### src/rtl/i2s_pkg.sv
`default_nettype none
// ============================================================================
// Module      : i2s_pkg
// Description : I2S framing constants and frame bit counter type.
// Revision    : 1.0 - initial release
// ============================================================================
package i2s_pkg;

    localparam int I2S_SLOT_BITS  = 32;
    localparam int I2S_FRAME_BITS = 64;

    typedef logic [$clog2(I2S_FRAME_BITS)-1:0] bcnt_t;

endpackage
`default_nettype wire

### src/rtl/sample_pkg.sv
`default_nettype none
// ============================================================================
// Module      : sample_pkg
// Description : Stereo audio sample type shared across the pedal pipeline.
// Revision    : 1.0 - initial release
// ============================================================================
package sample_pkg;

    localparam int SAMPLE_WIDTH = 24;

    typedef struct packed {
        logic signed [SAMPLE_WIDTH-1:0] lc;
        logic signed [SAMPLE_WIDTH-1:0] rc;
    } stereo_t;

endpackage
`default_nettype wire

### src/rtl/axis_if.sv
`default_nettype none
// ============================================================================
// Module      : axis_if
// Description : Stereo-sample AXI-stream style handshake (vld/ok).
// Revision    : 1.0 - initial release
// ============================================================================
interface axis_if;
    import sample_pkg::*;

    stereo_t data;
    logic    vld;
    logic    ok;

    modport slave  (input  data, input  vld, output ok);
    modport master (output data, output vld, input  ok);

endinterface
`default_nettype wire

### src/rtl/i2s_clkgen.sv
`default_nettype none
// ============================================================================
// Module      : i2s_clkgen
// Description : I2S master bit/word clock generator with frame bit counter.
// Revision    : 1.0 - initial release
// ============================================================================
module i2s_clkgen
    import i2s_pkg::*;
#(
    parameter int SCLK_HALF = 2
) (
    input  logic  clk,
    input  logic  rst,
    output logic  sclk,
    output logic  lrck,
    output bcnt_t bcnt,
    output logic  fall,
    output logic  frame_start
);

    localparam int c_DIV_W = (SCLK_HALF > 1) ? $clog2(SCLK_HALF) : 1;

    logic [c_DIV_W-1:0] r_div;
    logic               r_sclk;
    logic               r_lrck;
    bcnt_t              r_bcnt;
    logic               w_tc;
    bcnt_t              w_bcnt_nxt;

    assign w_tc        = (r_div == c_DIV_W'(SCLK_HALF - 1));
    assign fall        = w_tc & r_sclk;
    assign w_bcnt_nxt  = r_bcnt + bcnt_t'(1);
    // The fall that wraps bcnt to 0 opens a new frame
    assign frame_start = fall & (r_bcnt == '1);

    always_ff @(posedge clk or posedge rst) begin
        if (rst) begin
            r_div  <= '0;
            r_sclk <= 1'b0;
            r_lrck <= 1'b1;
            r_bcnt <= '1;
        end else begin
            if (w_tc) begin
                r_div  <= '0;
                r_sclk <= ~r_sclk;
            end else begin
                r_div  <= r_div + c_DIV_W'(1);
            end
            if (fall) begin
                r_bcnt <= w_bcnt_nxt;
                if (w_bcnt_nxt == bcnt_t'(0)) begin
                    r_lrck <= 1'b0;
                end else if (w_bcnt_nxt == bcnt_t'(I2S_SLOT_BITS)) begin
                    r_lrck <= 1'b1;
                end
            end
        end
    end

    assign sclk = r_sclk;
    assign lrck = r_lrck;
    assign bcnt = r_bcnt;

endmodule
`default_nettype wire

### src/rtl/i2s_tx.sv
`default_nettype none
// ============================================================================
// Module      : i2s_tx
// Description : I2S master transmitter, stereo samples in, serial sdo out.
// Revision    : 1.0 - initial release
// ============================================================================
module i2s_tx
    import sample_pkg::*;
    import i2s_pkg::*;
#(
    parameter int SCLK_HALF  = 2,
    parameter int DATA_WIDTH = 24
) (
    input  logic   clk,
    input  logic   rst,
    axis_if.slave  axis_tx,
    output logic   sclk,
    output logic   lrck,
    output logic   sdo,
    output logic   underrun
);

    logic                  w_fall;
    logic                  w_fs;
    bcnt_t                 w_bcnt;
    bcnt_t                 w_bcnt_nxt;
    logic                  w_xfer;
    logic                  w_full_nxt;
    logic                  w_load_hold;
    logic [DATA_WIDTH-1:0] w_in_lc;
    logic [DATA_WIDTH-1:0] w_in_rc;
    logic [DATA_WIDTH-1:0] w_word;
    logic [I2S_SLOT_BITS-1:0] w_slot;

    logic                  r_ok;
    logic                  r_hold_full;
    logic [DATA_WIDTH-1:0] r_hold_lc;
    logic [DATA_WIDTH-1:0] r_hold_rc;
    logic [DATA_WIDTH-1:0] r_frm_lc;
    logic [DATA_WIDTH-1:0] r_frm_rc;
    logic                  r_sdo;
    logic                  r_underrun;

    i2s_clkgen #(
        .SCLK_HALF   (SCLK_HALF)
    ) u_clkgen (
        .clk         (clk),
        .rst         (rst),
        .sclk        (sclk),
        .lrck        (lrck),
        .bcnt        (w_bcnt),
        .fall        (w_fall),
        .frame_start (w_fs)
    );

    assign w_in_lc    = axis_tx.data.lc[DATA_WIDTH-1:0];
    assign w_in_rc    = axis_tx.data.rc[DATA_WIDTH-1:0];
    assign w_xfer     = axis_tx.vld & r_ok;
    assign w_bcnt_nxt = w_bcnt + bcnt_t'(1);

    // A transfer landing on an empty-holding frame start bypasses into the frame
    always_comb begin
        w_full_nxt  = r_hold_full;
        w_load_hold = 1'b0;
        if (w_fs) begin
            w_full_nxt  = r_hold_full & w_xfer;
            w_load_hold = r_hold_full & w_xfer;
        end else if (w_xfer) begin
            w_full_nxt  = 1'b1;
            w_load_hold = 1'b1;
        end
    end

    // Slot image: bit 31 is the one-sclk delay, MSB at 30, zero tail below LSB
    assign w_word = w_bcnt_nxt[5] ? r_frm_rc : r_frm_lc;
    assign w_slot = I2S_SLOT_BITS'(w_word) << (I2S_SLOT_BITS - 1 - DATA_WIDTH);

    always_ff @(posedge clk or posedge rst) begin
        if (rst) begin
            r_ok        <= 1'b0;
            r_hold_full <= 1'b0;
            r_hold_lc   <= '0;
            r_hold_rc   <= '0;
            r_frm_lc    <= '0;
            r_frm_rc    <= '0;
            r_sdo       <= 1'b0;
            r_underrun  <= 1'b0;
        end else begin
            r_hold_full <= w_full_nxt;
            r_ok        <= ~w_full_nxt;
            r_underrun  <= w_fs & ~r_hold_full & ~w_xfer;
            if (w_load_hold) begin
                r_hold_lc <= w_in_lc;
                r_hold_rc <= w_in_rc;
            end
            if (w_fs) begin
                if (r_hold_full) begin
                    r_frm_lc <= r_hold_lc;
                    r_frm_rc <= r_hold_rc;
                end else if (w_xfer) begin
                    r_frm_lc <= w_in_lc;
                    r_frm_rc <= w_in_rc;
                end else begin
                    r_frm_lc <= '0;
                    r_frm_rc <= '0;
                end
            end
            if (w_fall) begin
                r_sdo <= w_slot[~w_bcnt_nxt[4:0]];
            end
        end
    end

    assign axis_tx.ok = r_ok;
    assign sdo        = r_sdo;
    assign underrun   = r_underrun;

endmodule
`default_nettype wire

### src/flat_wrapper.sv
// flat-port wrapper written by rule: the top's interface ports become plain ports
module i2s_tx_flat import sample_pkg::*; import i2s_pkg::*;
#(
    parameter int SCLK_HALF  = 2,
    parameter int DATA_WIDTH = 24
)
  (clk, rst, sclk, lrck, sdo, underrun, axis_tx_data, axis_tx_vld, axis_tx_ok);
  axis_if axis_tx_i ();
  input  logic clk;
  input  logic rst;
  output logic sclk;
  output logic lrck;
  output logic sdo;
  output logic underrun;
  input wire logic [$bits(axis_tx_i.data)-1:0] axis_tx_data;
  input wire logic [$bits(axis_tx_i.vld)-1:0] axis_tx_vld;
  output wire logic [$bits(axis_tx_i.ok)-1:0] axis_tx_ok;
  assign axis_tx_i.data = axis_tx_data;
  assign axis_tx_i.vld = axis_tx_vld;
  assign axis_tx_ok = axis_tx_i.ok;
  i2s_tx #(.SCLK_HALF(SCLK_HALF), .DATA_WIDTH(DATA_WIDTH)) u_core (.clk(clk), .rst(rst), .axis_tx(axis_tx_i), .sclk(sclk), .lrck(lrck), .sdo(sdo), .underrun(underrun));
endmodule
### config.mk
export PLATFORM = sky130hd
export DESIGN_NAME = i2s_tx_flat
export DESIGN_NICKNAME = d
export VERILOG_FILES = /design/src/rtl/i2s_pkg.sv /design/src/rtl/sample_pkg.sv /design/src/rtl/axis_if.sv /design/src/rtl/i2s_clkgen.sv /design/src/rtl/i2s_tx.sv /design/src/flat_wrapper.sv
export SDC_FILE = /design/constraint.sdc
export NUM_CORES = 1
export LEC_CHECK = 0
export CORE_MARGIN = 5
export CORE_UTILIZATION = 44
export DETAILED_ROUTE_END_ITERATION = 10
export GPL_TIMING_DRIVEN = 0
export PLACE_DENSITY = 0.7
export REMOVE_ABC_BUFFERS = 1
export SYNTH_ARGS = -nofsm -noshare
export SYNTH_HDL_FRONTEND = slang
export SYNTH_SLANG_ARGS = --single-unit
export TNS_END_PERCENT = 50
### constraint.sdc
create_clock -name clk -period 9.7 [get_ports clk]
set_input_delay 2.425 -clock clk [delete_from_list [all_inputs] [get_ports clk]]
set_output_delay 2.425 -clock clk [all_outputs]
set_load 0.02 [all_outputs]
==> flow_summary.yaml <==
sta:
  fin_hold_ws_ns: 0.452
  clock_skew_ns: 0.00661
  finalMaxSlewViolations: 0
  fin_crit_sh: 0.419
  rsz0062_at_grt: "no"
  setup_slack_ns: 5.64
  layout_min_cycle_time_ns: 4.06
  fmax_ghz: 0.246
  fin_setup_tns_ns: 0
  relSlewSlack: 0.357
  tightestPinTransition_ns: 0.960
  final-setup-viol-count: 0
  hold_viol: 0
critical_path:
  crit_path_end_kind: "flip-flop"
  worst_setup_path_start_kind: "flip-flop"
  ff2ff_path_depth: 6
  worstSetupPathType: "flip-flop to flip-flop"
  worstPathRequired_ns: 9.93
  cp_max_fo: 100
  arrival_ns: 4.29
finish:
  drive_gt1_frac: 0.130
  final_common_cell: "dfrtp_1"
  area_growth_pct: 18.2
  nFillCells: 1010
  final_nets: 562
  most-common-layout-cells: "dfrtp_1, nand2_1, clkdlybuf4s50_1"
  ff_latch_area_mm2: 0.00274
  num_antenna_cells: 0
  multiInputGateArea_mm2: 0.00233
routing:
  wire_per_inst_um: 16.8
  drc: 0
  drt-total-wl_um: 11100
  num_vias: 3744
  avgViaCountPerCell: 5.70
  final_antenna_net_count: 0
  drtPass1Iterations: 5
  drtIter0Drc: 281
synth:
  yosysWarningCount: 0
  async_flop_share: 1.00
  synth_top_area_share: 0.487
  syn_area_per_cell_um2: 10.9
  synthFlopType: "dfrtp_1"
  synth_area_mm2: 0.00524
  ys_seq_elements: 109
  ys_seq_area_frac: 0.522
  synth_cell_types: 53
  synth-edff-count: 0
  synth_top_area_cell: "dfrtp_1"
  synth_cells: 480
  synth_top_cells_by_area: "dfrtp_1, a22oi_1, mux2_2, o21ai_0, nand2_1"
cts:
  cts_resized: 0
  htree_levels: 3
  root_buffer: "clkbuf_16"
  cts_setup_buffers: 0
  numCtsBuffers: 9
  cts_hold_buffers: 0
  cts_tree: "built"
  clk-insertion-delay-late_ns: 0.35
  clockBufferDepth: 2
  clk_pin_slew_ns: 0.06
  cts.sinks: 109
power:
  ir_drop_mv: 0.128
  leakagePower_nw: 2.52
  powerDensity_mw_per_mm2: 168
  total_power_w: 0.00104
global_route:
  grt_pass1_vias: 4023
  grt_overflow: 0
  grt_antenna_before_repair: 0
  grt_max_degree: 101
  grt_pass1_wl_um: 19500
  grt_use_total: 0.168
flow_run:
  cap_violations: 0
placed_design:
  globalplace.congestion: 0.800
  dpl_worst_slack_ns: 5.36
  dp_hpwl_um: 7550
  numPortBuffers: 55
floorplanning:
  ios: 56
  rows: 39
  placeableCoreArea_mm2: 0.0116
  die-width_um: 119
  initial_core_util: 0.453
  die_area_mm2: 0.0142
  die_h_um: 119
run_status:
  status: "complete, no violations"
hold_path:
  hold_class: "flip-flop to flip-flop"
  hold_depth: 1
state kept, by name (all words and copies together), names as in the netlist:
| register | count |
|---|---|
| u_core.axis_tx.ok | 1 |
| u_core.sdo | 1 |
| u_core.u_clkgen.lrck | 1 |
| u_core.r_hold_lc | 24 |
| u_core.r_hold_full | 1 |
| u_core.u_clkgen.r_div | 1 |
| u_core.r_hold_rc | 24 |
| u_core.u_clkgen.sclk | 1 |
| u_core.underrun | 1 |
| u_core.r_frm_rc | 24 |
| u_core.r_frm_lc | 24 |
| u_core.u_clkgen.bcnt | 6 |
routing by layer:
layer / global-route usage / vias to the layer above / wire length [um]
li1: - / 1808 / -
met1: 0.226 / 1840 / 5090
met2: 0.267 / 85 / 5270
met3: 0.0436 / 11 / 564
met4: 0.0529 / 0 / 129
met5: 0 / - / 0
through the flow:
step                      utilization  area (um2)  instances
after floorplan                     -        5060        440
after global placement          0.500        5790        638
after detailed placement        0.512        5930        642
after CTS                       0.536        6200        657
after global routing            0.536        6200        657
final                           0.536        6200        657
critical path, cell delays in order (launching register included):
cell,delay [ns]
dfstp_2,0.85
ha_1,0.41
and3_1,0.25
nand3_4,0.63
o21ai_4,1.09
buf_16,0.25
mux2_2,0.35
area by class of cell:
| type | instances | share of cell area |
|---|---|---|
| flip-flops and latches | 109 | 0.442 |
| inverters | 5 | 0.00343 |
| clock inverters | 2 | 0.00162 |
| multi-input cells | 326 | 0.376 |
| well taps | 143 | 0.0289 |
| repair buffers | 59 | 0.107 |
| clock buffers | 13 | 0.0420 |
power breakdown:
group	switching (W)	internal (W)	leakage, nW
combinational	0.0000535	0.0000956	1.26
sequential	0.0000335	0.000516	1.12
clock	0.000153	0.000186	0.135
logic make-up after synthesis:
group,after synthesis,share of synthesized area
buffers and inverters,45,0.0391
muxes,61,0.136
and+or+nand+nor,118,0.110
DFF,109,0.522
AOI/OAI and AO/OA,137,0.175
xor gates and xnor gates,9,0.0165
adders and majority gates,1,0.00239
worst paths after layout:
| path | to | startpoint | slack [ns] |
|---|---|---|---|
| hold reg to reg | u_core.u_clkgen.r_div$_DFF_PP0_ | u_core.u_clkgen.r_div$_DFF_PP0_ | 0.45 |
| max in group asynchronous | u_core.u_clkgen.bcnt[5]$_DFFE_PP1P_ | rst | 6.42 |
| setup reg to reg | u_core.r_hold_rc[14]$_DFFE_PP0P_ | u_core.u_clkgen.bcnt[0]$_DFFE_PP1P_ | 5.64 |
| min in group asynchronous | u_core.r_hold_rc[3]$_DFFE_PP0P_ | rst | 2.51 |
| hold / removal | u_core.u_clkgen.r_div$_DFF_PP0_ | u_core.u_clkgen.r_div$_DFF_PP0_ | 0.45 |
| setup / recovery | u_core.r_hold_rc[14]$_DFFE_PP0P_ | u_core.u_clkgen.bcnt[0]$_DFFE_PP1P_ | 5.64 |
cell usage after synthesis (all sizes together), types with 2 or more instances:
cell type,n
a2111o,2
a211oi,5
a21o,2
a21oi,3
a22oi,52
and2,4
and3,4
buf,16
clkbuf,24
dfrtp,102
dfstp,7
inv,5
mux2,50
mux2i,8
mux4,3
nand2,61
nand2b,7
nand3,13
nand3b,2
nand4,4
nor2,6
nor2b,6
nor3,5
nor4,3
o2111ai,3
o211ai,2
o21a,2
o21ai,54
o221ai,2
or4,2
xnor2,6
xor2,3
Power figures use the tool's default switching activity.
